$ cat config.mk
export PLATFORM = sky130hd
export DESIGN_NAME = vec_scale
export DESIGN_NICKNAME = d
export VERILOG_FILES = /design/src/rtl/vec_scale.sv
export SDC_FILE = /design/constraint.sdc
export NUM_CORES = 2
export LEC_CHECK = 0
export ABC_AREA = 1
export CAP_MARGIN = 20
export CORE_ASPECT_RATIO = 0.6
export CORE_UTILIZATION = 40
export CTS_BUF_LIST = sky130_fd_sc_hd__clkbuf_8
export CTS_CLUSTER_DIAMETER = 200
export DETAILED_ROUTE_END_ITERATION = 6
export PLACE_DENSITY = 0.58
export SYNTH_ARGS = -nofsm -noshare
export SYNTH_HDL_FRONTEND = slang
export SYNTH_SLANG_ARGS = --single-unit
export TNS_END_PERCENT = 100
$ cat constraint.sdc
create_clock -name clk -period 8.99 [get_ports clk]
set_clock_uncertainty 0.05 [all_clocks]
set_input_delay 0.899 -clock clk [delete_from_list [all_inputs] [get_ports clk]]
set_output_delay 0.899 -clock clk [all_outputs]
set_load 0.005 [all_outputs]
$ cat src/rtl/vec_scale.sv
// Avalon-MM vector scaler: dst[i] = src[i] * scalar (signed Q16.16), one element at a time.
// Define VSCALE_SAT_EN to saturate out-of-range products instead of wrapping them.
module vec_scale (
  input  logic        clk,
  input  logic        rst,
  output logic        slave_waitrequest,
  input  logic [3:0]  slave_address,
  input  logic        slave_read,
  output logic [31:0] slave_readdata,
  input  logic        slave_write,
  input  logic [31:0] slave_writedata,
  input  logic        master_waitrequest,
  output logic [31:0] master_address,
  output logic        master_read,
  input  logic [31:0] master_readdata,
  input  logic        master_readdatavalid,
  output logic        master_write,
  output logic [31:0] master_writedata
);

  localparam logic [1:0] IDLE    = 2'd0;
  localparam logic [1:0] RD_REQ  = 2'd1;
  localparam logic [1:0] RD_WAIT = 2'd2;
  localparam logic [1:0] WR_REQ  = 2'd3;

  logic [1:0]  state_reg, state_next;
  logic [31:0] dst_reg, dst_next;
  logic [31:0] src_reg, src_next;
  logic [31:0] scalar_reg, scalar_next;
  logic [31:0] len_reg, len_next;
  logic [31:0] count_reg, count_next;
  logic [31:0] src_ptr_reg, src_ptr_next;
  logic [31:0] dst_ptr_reg, dst_ptr_next;
  logic [31:0] addr_reg, addr_next;
  logic [31:0] wdata_reg, wdata_next;

  logic        idle;
  logic        start_we;
  logic [4:1]  reg_we;
  logic [31:0] count_inc;

  assign idle      = (state_reg == IDLE);
  assign start_we  = idle && slave_write && (slave_address == 4'd0);
  assign count_inc = count_reg + 32'd1;

  genvar gi;
  generate
    for (gi = 1; gi <= 4; gi++) begin : g_reg_we
      assign reg_we[gi] = idle && slave_write && (slave_address == 4'(gi));
    end
  endgenerate

  // Full 64-bit signed product; the Q16.16 result lives in bits [47:16].
  logic signed [63:0] data_ext;
  logic signed [63:0] scalar_ext;
  logic signed [63:0] product;
  logic [31:0]        scaled;

  assign data_ext   = {{32{master_readdata[31]}}, master_readdata};
  assign scalar_ext = {{32{scalar_reg[31]}}, scalar_reg};
  assign product    = data_ext * scalar_ext;

`ifdef VSCALE_SAT_EN
  logic in_range;
  assign in_range = (product[63:47] == {17{product[63]}});
  always_comb begin
    if (in_range) begin
      scaled = product[47:16];
    end else if (product[63]) begin
      scaled = 32'h8000_0000;
    end else begin
      scaled = 32'h7FFF_FFFF;
    end
  end
`else
  assign scaled = 32'(product >>> 16);
`endif

  always_comb begin
    state_next   = state_reg;
    dst_next     = dst_reg;
    src_next     = src_reg;
    scalar_next  = scalar_reg;
    len_next     = len_reg;
    count_next   = count_reg;
    src_ptr_next = src_ptr_reg;
    dst_ptr_next = dst_ptr_reg;
    addr_next    = addr_reg;
    wdata_next   = wdata_reg;
    case (state_reg)
      IDLE: begin
        if (reg_we[1]) dst_next    = slave_writedata;
        if (reg_we[2]) src_next    = slave_writedata;
        if (reg_we[3]) scalar_next = slave_writedata;
        if (reg_we[4]) len_next    = slave_writedata;
        if (start_we) begin
          count_next = 32'd0;
          if (len_reg != 32'd0) begin
            src_ptr_next = src_reg;
            dst_ptr_next = dst_reg;
            addr_next    = src_reg;
            state_next   = RD_REQ;
          end
        end
      end
      RD_REQ: begin
        if (!master_waitrequest) state_next = RD_WAIT;
      end
      RD_WAIT: begin
        if (master_readdatavalid) begin
          wdata_next = scaled;
          addr_next  = dst_ptr_reg;
          state_next = WR_REQ;
        end
      end
      WR_REQ: begin
        if (!master_waitrequest) begin
          count_next = count_inc;
          if (count_inc == len_reg) begin
            state_next = IDLE;
          end else begin
            src_ptr_next = src_ptr_reg + 32'd4;
            dst_ptr_next = dst_ptr_reg + 32'd4;
            addr_next    = src_ptr_reg + 32'd4;
            state_next   = RD_REQ;
          end
        end
      end
      default: state_next = IDLE;
    endcase
  end

  always_ff @(posedge clk) begin
    if (rst) begin
      state_reg   <= IDLE;
      dst_reg     <= 32'd0;
      src_reg     <= 32'd0;
      scalar_reg  <= 32'd0;
      len_reg     <= 32'd0;
      count_reg   <= 32'd0;
      src_ptr_reg <= 32'd0;
      dst_ptr_reg <= 32'd0;
      addr_reg    <= 32'd0;
      wdata_reg   <= 32'd0;
    end else begin
      state_reg   <= state_next;
      dst_reg     <= dst_next;
      src_reg     <= src_next;
      scalar_reg  <= scalar_next;
      len_reg     <= len_next;
      count_reg   <= count_next;
      src_ptr_reg <= src_ptr_next;
      dst_ptr_reg <= dst_ptr_next;
      addr_reg    <= addr_next;
      wdata_reg   <= wdata_next;
    end
  end

  assign slave_waitrequest = !idle;
  assign master_read       = (state_reg == RD_REQ);
  assign master_write      = (state_reg == WR_REQ);
  assign master_address    = addr_reg;
  assign master_writedata  = wdata_reg;

  always_comb begin
    slave_readdata = 32'd0;
    if (slave_read) begin
      case (slave_address)
        4'd0:    slave_readdata = count_reg;
        4'd1:    slave_readdata = dst_reg;
        4'd2:    slave_readdata = src_reg;
        4'd3:    slave_readdata = scalar_reg;
        4'd4:    slave_readdata = len_reg;
        default: slave_readdata = 32'd0;
      endcase
    end
  end

endmodule
Yosys cells after proc, flatten, opt, wreduce, memory -nomap -nowiden
Cells that the tools add are included.
W data, S select, Z words.
{ "totals": {"reg_bits": 290, "inputBits": 74, "out_inout_bits": 99, "elab_cells": 73} }
{ "classes": {"addsub": 3, "mul": 1, "n_eq_ne": 14, "muxes": 24, "reduce_logical": 21} }
{ "ops": {"columns": ["cell", "count"], "rows": [
  ["$mux W32", 12],
  ["$pmux W32 S2", 3],
  ["$pmux W32 S5", 1],
  ["$pmux W32 S3", 1],
  ["$add A32 B3 Y32 const B", 2],
  ["$mul A32 B32 Y48", 1],
  ["$add A32 B1 Y32 const B", 1],
  ["$eq A32 B32 Y1", 1],
  ["$reduce_bool A32 Y1", 1],
  ["$mux W2", 5],
  ["$reduce_and A2 Y1", 5],
  ["$reduce_and A5 Y1", 2],
  ["$eq A4 B2 Y1 const B", 2],
  ["$ne A2 B2 Y1 const B", 4],
  ["$pmux W2 S4", 1],
  ["$logic_and A1 B1 Y1", 6],
  ["$reduce_and A6 Y1", 1],
  ["$eq A2 B2 Y1 const B", 2],
  ["$eq A4 B1 Y1 const B", 1],
  ["$eq A4 B3 Y1 const B", 1],
  ["$logic_not A4 Y1", 1],
  ["$ne A2 B1 Y1 const B", 2],
  ["$reduce_and A3 Y1", 1],
  ["$reduce_bool A3 Y1", 1],
  ["5 further kinds", 5]
]} }

Logic depth before layout (Yosys ltp)
{ "depth": {"depth_word": 5, "mapped_depth": 33, "ltp_nobuf": 32} }

Least setup slack after synthesis
OpenSTA, ideal clock, no wires.
{ "synth_path": {"kind": "input to register", "startpoint": "input master_readdata[31]", "endpoint": "register wdata_reg[31] (netlist: master_writedata[31])", "setup_time_ns": 0.109, "t_arrival_ns": 7.286, "t_required_ns": 8.831, "path_slack_ns": 1.545, "path_stages": 27, "path_buffers": 2, "cell_sequence": "clkbuf_1 -> clkbuf_1 -> nand2_1 -> inv_1 -> fa_1 -> inv_1 -> fa_1 -> inv_1 -> fa_1 -> inv_1 -> fa_1 -> inv_1 -> fa_1 -> fa_1 -> fa_1 -> fa_1 -> ha_1 -> a21oi_1 -> o21ai_0 -> a21oi_1 -> o211ai_1 -> o21bai_1 -> a21oi_1 -> nand3b_1 -> nand3_1 -> nand2_1 -> inv_1"} }
{ "synth_via": {"elab_chain_cells": 1} }
{ "synth_rtl": {"columns": ["item", "line_no", "source"], "rows": [
  ["start, declared", "15", "input logic [31:0] master_readdata,"],
  ["$mul A32 B32 Y48", "61", "assign product = data_ext * scalar_ext;"],
  ["end signal, assigned", "155", "wdata_reg <= wdata_next;"],
  ["end, declared", "35", "logic [31:0] wdata_reg, wdata_next;"]
]} }
Every way passes these cells.
A chain may end at the register's enable or synchronous reset.

Final worst setup path
{ "layout_path": {"startpoint": "input master_readdata[10]", "endpoint": "register wdata_reg[24] (netlist: master_writedata[24])"} }
Same word-level chain as after synthesis.

==> metrics <==
status=finished, final reports clean; Primary FF master, synth=dfxtp_1; hold_buf cts=0; Critical Path End Type=flop; global-route wire length before repair=263000 um; gr ovfl total=0; static leakage=25.6 nW; final-report setup violation count=0; die height=264 um; Critical-path top delay cell=clkdlybuf4s50_1; # DRC=0; clock sinks=290; r2r setup slk=0.99 ns; Vias=41234; Slew @ Worst Pin=1.15 ns; final core utilization=44.9%; Final HPWL DP=139000 um; IO buf count=172; Syn Inst Count=6295; # H-tree levels=2; setup TNS=0 ns; CP Data Arrival Time=8.78 ns; area of the die=116000 um^2; gr usage total=30.4%; Post-synth EDFFs=0; initial antenna violation count=9; WL final=175000 um; Setup crit end=master_writedata[24]; unrepaired setup endpoints after global routing=no; count of state elements after synthesis=290; Core Area=113000 um^2; most frequent cell after synthesis=inv_1; clk buf depth=3; Synth area leader=fa_1; Final Hold Viols=0; Achievable Freq=121 MHz; CP Max Fanout=12; max-slew violations=0; die width=439 um; Post-CTS Resized=0; cell area after synthesis=45800 um^2; Synth Net Count=7377; Setup Buffers After CTS=0; CP Launch Type=input port; Final nets=7410; number of max-cap violations=0; Crit Reg-Reg Startpoint=scalar_reg[16]; Tmin final=8.23 ns; Hold Crit Class=flop to flop; Via density=5.24; CTS tree=yes; Final GP Congestion=0.972; most area-consuming cells after synthesis=fa_1 (37%), inv_1 (13%), dfxtp_1 (13%), nand2_1 (12%), ha_1 (4.6%); Starting DRT DRC Count=5178; cell row count=95; peak supply drop=124 uV; Buffers & Inverters on Critical Path=10; CTS root buf=clkbuf_8; PD cells=127 nW/um^2; Worst Reg-to-Reg Cells=26; Area growth syn-to-layout=10.5%; Ys Warns=0; Clock Latency Late Sink=0.67 ns; Commonest cells post-synth=inv_1 (1587), nand2_1 (1484), fa_1 (838), nor2_1 (461), dfxtp_1 (290); fraction of registers with async set/reset=0%; Setup crit start=master_readdata[10]; Yosys cell types=52; max incr delay on CP=0.92 ns; post-synthesis sequential area ratio=12.7%; worst r2r dst=master_writedata[24]; number of stages on the worst setup path=29; Top Family by Delay on Critical Path=adder cells; iteration count of the initial detailed-routing pass=6; Crit path required time=9.54 ns; proportion of layout cells with a drive suffix above 1=4.17%; Routed WL per cell=22.2 um; initial core utilization=40.7%; vias in the first global route=39905; largest net degree at the start of global routing=105; post-synth top area share=36.6%; mean area per synthesized cell=7.28 um^2; Rel. slew slack=23.0%; io pins=173; critical path type=input port to flop; final worst-path cycle share=91.6%; total CTS buffers=48; Post-DRT Antenna Nets=0; clock slew at reported path FFs=0.07 ns
final cells by class:
| class | instances | area [um^2] |
|---|---|---|
| Clock inverter | 28 | 400 |
| Inverter | 1596 | 6000 |
| Tap cell | 1503 | 1880 |
| Fill cell | 11481 | 62000 |
| Sequential cell | 290 | 5810 |
| Multi-Input combinational cell | 4091 | 32800 |
| Clock buffer | 55 | 757 |
| Antenna cell | 7 | 17.5 |
| Timing Repair Buffer | 301 | 2990 |
layer usage:
layer / vias to the layer above / global-route usage (%) / wire, um
li1: 18646 / - / -
met1: 20202 / 50.0 / 85200
met2: 2233 / 38.4 / 63800
met3: 153 / 8.93 / 23300
met4: 0 / 4.24 / 2340
met5: - / 0 / 0
cells in the final DEF, fill, tap and decap left out, types with 105 or more instances in the layout:
master	netlist	layout
fa_1	838	838
nand3_1	192	191
nand2_1	1484	1484
o21ai_0	257	257
nor2_1	461	461
inv_1	1587	1591
clkdlybuf4s50_1	0	171
buf_4	13	105
a21oi_1	264	264
ha_1	170	169
dfxtp_1	290	288
kinds of logic (layout without fill, tap and decap cells):
logic type	count (synthesis)	in the layout	synth area share (%)
compound gates	724	724	8.76
buf+inv	1914	1980	15.8
fa+ha+maj	1008	1008	41.3
other cells	0	7	0
xor+xnor	67	67	1.28
simple gates	2292	2292	20.2
flops	290	290	12.7
worst min path at each step:
stage / from / to / slack, ns / cells after the start
global placement: dst_reg[4] / dst_reg[4] / 0.42 / 2
finish: master_address[28] / master_address[28] / 0.44 / 2
global route: master_address[12] / master_address[12] / 0.45 / 2
CTS: dst_reg[0] / dst_ptr_reg[0] / 0.41 / 2
detailed placement: master_address[20] / master_address[20] / 0.42 / 2
floorplan: dst_reg[10] / dst_reg[10] / 0.39 / 2
metrics by stage:
stage / hold slack (ns) / cells / instance area (um^2) / setup slack, ns / total power [mW]
floorplan: 0.395 / 6295 / 45800 / 1.54 / 3.63
global placement: 0.421 / 7781 / 49500 / 0.206 / 4.85
detailed placement: 0.424 / 7781 / 49500 / 0.205 / 4.88
CTS: 0.406 / 7864 / 50600 / 0.896 / 6.38
global route: 0.448 / 7868 / 50600 / 0.417 / 6.87
finish: 0.438 / 7871 / 50600 / 0.757 / 6.45
tightest hold or removal path, stage by stage, from the launching register on:
cell and delay (ns):
dfxtp_1 0.33, nor2_1 0.05, nor2_1 0.08
power by group:
| group | internal (mW) | total, mW | switching (mW) |
|---|---|---|---|
| Clock | 0.828 | 1.51 | 0.679 |
| Sequential | 1.54 | 1.81 | 0.264 |
| Combinational | 1.13 | 3.14 | 2.00 |
| Total | 3.50 | 6.45 | 2.95 |
Note: power is estimated with default switching activity, not from simulation.
